--- src/rtl/w_retire_monitor.sv ---
`timescale 1ns/1ps
// w_retire_monitor
//   Sits beside the writeback stage and watches instructions retire. It counts
//   retired instructions and run cycles, and spots the terminating self-loop:
//   the same PC retiring HALT_REPEAT times in a row. It then waits
//   DRAIN_CYCLES cycles in DRAIN and raises halted. A retire at a different
//   PC during DRAIN means the loop was not final, and the monitor returns to
//   RUN.
//
// Ports
//   clk          rising-edge clock
//   reset        asynchronous, active-low (0 = in reset)
//   clr          synchronous clear back to IDLE; takes priority over w_valid
//   w_valid      an instruction retires in W this cycle
//   w_pc         PC of the retiring instruction
//   running      1 in RUN or DRAIN
//   halted       1 in HALTED
//   retired_cnt  instructions retired since leaving IDLE (saturating)
//   cycle_cnt    cycles elapsed since leaving IDLE (saturating)
//   halt_pc      PC of the most recently detected self-loop
module w_retire_monitor #(
  parameter int PC_W         = 32,
  parameter int CNT_W        = 32,
  parameter int HALT_REPEAT  = 4,
  parameter int DRAIN_CYCLES = 5
) (
  input  logic             clk,
  input  logic             reset,
  input  logic             clr,
  input  logic             w_valid,
  input  logic [PC_W-1:0]  w_pc,
  output logic             running,
  output logic             halted,
  output logic [CNT_W-1:0] retired_cnt,
  output logic [CNT_W-1:0] cycle_cnt,
  output logic [PC_W-1:0]  halt_pc
);

  localparam int SW = $clog2(HALT_REPEAT + 1);
  localparam int DW = $clog2(DRAIN_CYCLES + 1);
  localparam logic [SW-1:0] STREAK_MAX = SW'(HALT_REPEAT);
  localparam logic [DW-1:0] DRAIN_LAST = DW'(DRAIN_CYCLES - 1);

  typedef enum logic [1:0] {IDLE, RUN, DRAIN, HALTED} state_t;

  state_t            state_q, state_d;
  logic [CNT_W-1:0]  ret_q, ret_d;
  logic [CNT_W-1:0]  cyc_q, cyc_d;
  logic [PC_W-1:0]   halt_pc_q, halt_pc_d;
  logic [PC_W-1:0]   last_pc_q, last_pc_d;
  logic [SW-1:0]     streak_q, streak_d;
  logic [DW-1:0]     drain_q, drain_d;

  function automatic logic [CNT_W-1:0] sat_inc_cnt(input logic [CNT_W-1:0] v);
    return (&v) ? v : v + CNT_W'(1);
  endfunction

  function automatic logic [SW-1:0] sat_inc_streak(input logic [SW-1:0] v);
    return (v >= STREAK_MAX) ? STREAK_MAX : v + SW'(1);
  endfunction

  always_comb begin
    state_d   = state_q;
    ret_d     = ret_q;
    cyc_d     = cyc_q;
    halt_pc_d = halt_pc_q;
    last_pc_d = last_pc_q;
    streak_d  = streak_q;
    drain_d   = drain_q;

    if (clr) begin
      state_d   = IDLE;
      ret_d     = '0;
      cyc_d     = '0;
      halt_pc_d = '0;
      last_pc_d = '0;
      streak_d  = '0;
      drain_d   = '0;
    end else begin
      case (state_q)
        IDLE: begin
          // The retire that starts the run is itself counted.
          if (w_valid) begin
            state_d   = RUN;
            ret_d     = CNT_W'(1);
            cyc_d     = CNT_W'(1);
            last_pc_d = w_pc;
            streak_d  = SW'(1);
          end
        end
        RUN: begin
          cyc_d = sat_inc_cnt(cyc_q);
          if (w_valid) begin
            ret_d = sat_inc_cnt(ret_q);
            if (w_pc == last_pc_q) begin
              streak_d = sat_inc_streak(streak_q);
            end else begin
              streak_d  = SW'(1);
              last_pc_d = w_pc;
            end
            if (streak_d == STREAK_MAX) begin
              state_d   = DRAIN;
              halt_pc_d = w_pc;
              drain_d   = '0;
            end
          end
        end
        DRAIN: begin
          cyc_d = sat_inc_cnt(cyc_q);
          if (w_valid) begin
            ret_d = sat_inc_cnt(ret_q);
          end
          if (w_valid && (w_pc != halt_pc_q)) begin
            // Loop was not terminal; halt_pc is kept until the next detection.
            state_d   = RUN;
            streak_d  = SW'(1);
            last_pc_d = w_pc;
          end else begin
            if (w_valid) begin
              streak_d = sat_inc_streak(streak_q);
            end
            if (drain_q == DRAIN_LAST) begin
              state_d = HALTED;
            end else begin
              drain_d = drain_q + DW'(1);
            end
          end
        end
        HALTED: ;
        default: state_d = IDLE;
      endcase
    end
  end

  // Register boundary: all observable state updates here.
  always_ff @(posedge clk or negedge reset) begin
    if (!reset) begin
      state_q   <= IDLE;
      ret_q     <= '0;
      cyc_q     <= '0;
      halt_pc_q <= '0;
      last_pc_q <= '0;
      streak_q  <= '0;
      drain_q   <= '0;
    end else begin
      state_q   <= state_d;
      ret_q     <= ret_d;
      cyc_q     <= cyc_d;
      halt_pc_q <= halt_pc_d;
      last_pc_q <= last_pc_d;
      streak_q  <= streak_d;
      drain_q   <= drain_d;
    end
  end

  assign running     = (state_q == RUN) || (state_q == DRAIN);
  assign halted      = (state_q == HALTED);
  assign retired_cnt = ret_q;
  assign cycle_cnt   = cyc_q;
  assign halt_pc     = halt_pc_q;

endmodule

--- config.mk ---
export PLATFORM = sky130hd
export DESIGN_NAME = w_retire_monitor
export DESIGN_NICKNAME = d
export VERILOG_FILES = /design/src/rtl/w_retire_monitor.sv
export SDC_FILE = /design/constraint.sdc
export NUM_CORES = 1
export LEC_CHECK = 0
export CAP_MARGIN = 30
export CORE_ASPECT_RATIO = 0.7
export CORE_UTILIZATION = 50
export DETAILED_ROUTE_END_ITERATION = 10
export PLACE_DENSITY = 0.87
export SYNTH_ARGS = -nofsm -noshare
export SYNTH_HDL_FRONTEND = slang
export SYNTH_SLANG_ARGS = --single-unit
--- constraint.sdc ---
create_clock -name clk -period 3.15 [get_ports clk]
set_clock_uncertainty 0.2 [all_clocks]
set_input_delay 0.945 -clock clk [delete_from_list [all_inputs] [get_ports clk]]
set_output_delay 0.945 -clock clk [all_outputs]
set_load 0.01 [all_outputs]
==> results.md <==
* Worst-case clock buffer depth at 2
* Outcome: finished, violations left
* Critical Path RT at ~3.2 ns
* Nets at 942
* Levels on crit path at 10
* Synthesized area at 7340 sq um
* Placed cell count at 1,061
* Critical Path AT at between 3 and 4 ns
* Final worst path period share at 100%
* Port buffer count at approximately 130
* F_max at about 320 MHz
* CTS root buf: clkbuf_16
* Post-detailed-routing wire length at approximately 20,000 um
* Die Y at between 100 and 150 um
* Largest net degree at the start of global routing at between 50 and 60
* CP delay by family, top: buffers and inverters
* Max Cap Violations at 0
* Crit path capture type: flip-flop
* Yosys top cell area share at 46.4%
* Ys async rst share at 100%
* Number of enable flip-flop cells after synthesis at 0
* Via count at around 6,000
* Reg2reg end: retired_cnt[27]
* Count leader, synth: dfrtp_1
* H-Tree Level Count at 4
* Worst-Margin Slew at between 0.5 and 0.6 ns
* Drt first-iter violations at between 300 and 400
* CP max FO at 4
* Area delta synth->final at 38.2%
* First-pass GRT wire length at 30,400 um
* HPWL Detailed at between 10,000 and 15,000 um
* Die Wd at 147 um
* Biggest area consumer among synthesized cells: dfrtp_1
* Leak pwr at between 4 and 5 nW
* Power density of the placed cells at between 500 and 600 nW/um^2
* Vias in the first global route at 5,849
* Worst setup margin at -0.00563 ns
* Hold Fails Final Rpt at 0
* N_diodes at 0
* CTS tree: yes
* Cell Rows at 36
* Wirelength per Cell at 17.8 um
* Synthesized area per cell at between 10 and 15 sq um
* Synth Instances at a little over 700
* Total power at a little under 6 mW
* Initial antenna violation count at 0
* Proportion of synthesized chip area in sequential cells at roughly 46%
* Worst vdd ir at between 0.4 and 0.5 mV
* Crit Reg-Reg Startpoint: retired_cnt[6]
* Net count after synthesis at 769
* Clock slew at reported path FFs at approximately 0.06 ns
* Cells along the critical path: clkdlybuf4s50_1 -> xnor2_1 -> nand4_1 -> nor4_2 -> nand2_1 -> a21oi_2 -> a211oi_4 -> buf_6 -> buf_4 -> mux2_1
* Fillers at 981
* Die area at roughly 15,000 sq um
* R2R Setup Slk at 0.37 ns
* Worst hold slack at roughly 0.28 ns
* Finished Layout Cells at about 1,100
* Grt ovf at 0
* Residual DRC count at 0
* CP Launch Point: w_pc[26]
* Critical Path Start Type: input port
* CP max stage delay at ~0.58 ns
* Failing checks: negative setup slack
* Core area at roughly 14,000 sq um
* Initial Utilization at a little over half
* Vias/cell at 5.62
* Cts hold-fix bufs at 0
* DR pass1 iterations at 5
* Main synth FF type: dfrtp_1
* Post-Place Worst Slack at -0.443 ns
* Later-pin clock latency in the skew report at roughly 0.41 ns
* Number of synthesized register bits at ~140
* Setup crit end: last_pc_q[8]
* Yosys Warn Count at 0
* Crit Path Category: in -> reg
* Num CTS Buffers at 17
* Synth cell count leaders: dfrtp_1 (136), nor2_1 (94), xnor2_1 (86)
* Layout cell share with drive strength beyond 1 at 13.6%
* Setup violators final at 2
* Critical path's slowest cell: clkdlybuf4s50_1
* GRT Util Overall at between 20 and 30%
* Antenna-violating nets left at 0
* Worst reg-to-reg path cell count at 8
* Tmin final at roughly 3.2 ns
* Synth cell types at 57
* Min-delay worst type: in -> async
* Clk sinks at approximately 140
* Slew Viols, Final at 0
* # IOs at between 100 and 150
* Buffers & Inverters on Critical Path at 3
* Max-slew headroom at 60.7%
* Ranking of synthesized cells by area: dfrtp_1 (46%), xnor2_1 (10%), nor2_1 (4.8%)
* Routability cong. at roughly 0.87
-- power by group --
group | internal, mW | switching (mW)
combinational | 0.744 | 0.874
clock | 1.36 | 0.790
sequential | 1.93 | 0.164
total | 4.03 | 1.83
-- cell families after synthesis --
group,after synthesis,synth area share (%)
compound gates,65,5.97
xor+xnor,109,13.0
fa+ha+maj,10,1.71
buf+inv,50,2.88
flops,136,46.4
mux,67,9.72
simple gates,286,20.3
-- sequential cells by signal, summed over array words and instances (netlist names) --
register,count
streak_q,3
last_pc_q,32
drain_q,3
retired_cnt,32
state_q,2
halt_pc,32
cycle_cnt,32
-- placed cells by master, fill, tap and decap left out, drive strengths merged, types with 22 or more instances in the layout --
cell	count
dlymetal6s2s	27
nand2	32
clkdlybuf4s50	104
nor2	95
nand4	34
buf	52
dfrtp	136
mux2	34
xor2	23
xnor2	86
inv	22
nor2b	34
mux2i	33
-- metrics by stage --
stage	utilization (%)	TNS, ns	instance area, sq um
global route	71.9	-1.08	10100
global placement	65.1	-24.43	9180
finish	71.9	-0.00662	10100
CTS	69.8	-0.0632	9840
floorplan	-	0	7340
detailed placement	65.1	-26.54	9180
-- cell type report --
| cell class | instances | area [sq um] | share of cell area, % |
|---|---|---|---|
| Clock buffer | 19 | 443 | 4.37 |
| Timing Repair Buffer | 184 | 1880 | 18.5 |
| Clock inverter | 13 | 195 | 1.92 |
| Inverter | 20 | 75.1 | 0.740 |
| Multi-Input combinational cell | 537 | 3910 | 38.5 |
| Sequential cell | 136 | 3400 | 33.6 |
| Tap cell | 190 | 238 | 2.34 |
-- how the worst min path moves through the flow --
stage	from	end	slack [ns]
finish	reset	retired_cnt[11]	0.28
global route	reset	retired_cnt[11]	0.30
CTS	reset	retired_cnt[11]	0.29
detailed placement	last_pc_q[17]	last_pc_q[17]	0.30
global placement	last_pc_q[17]	last_pc_q[17]	0.29
floorplan	streak_q[1]	streak_q[1]	0.27
-- what timing repair did --
action | CTS | global route
buffers inserted | 0 | 5
setup endpoints to repair | 17 | 71
pin swaps | 1 | 15
gates resized for setup | 4 | 56
gates cloned | 0 | 1
-- routing by layer --
layer	part of all wire (%)	track usage, %	up-vias
met5	0	0	-
met4	1.3	7.37	0
met3	5.2	5.04	21
met2	45	39.0	200
met1	48	37.6	3090
li1	-	-	2862
(Power assumes the default switching activity.)
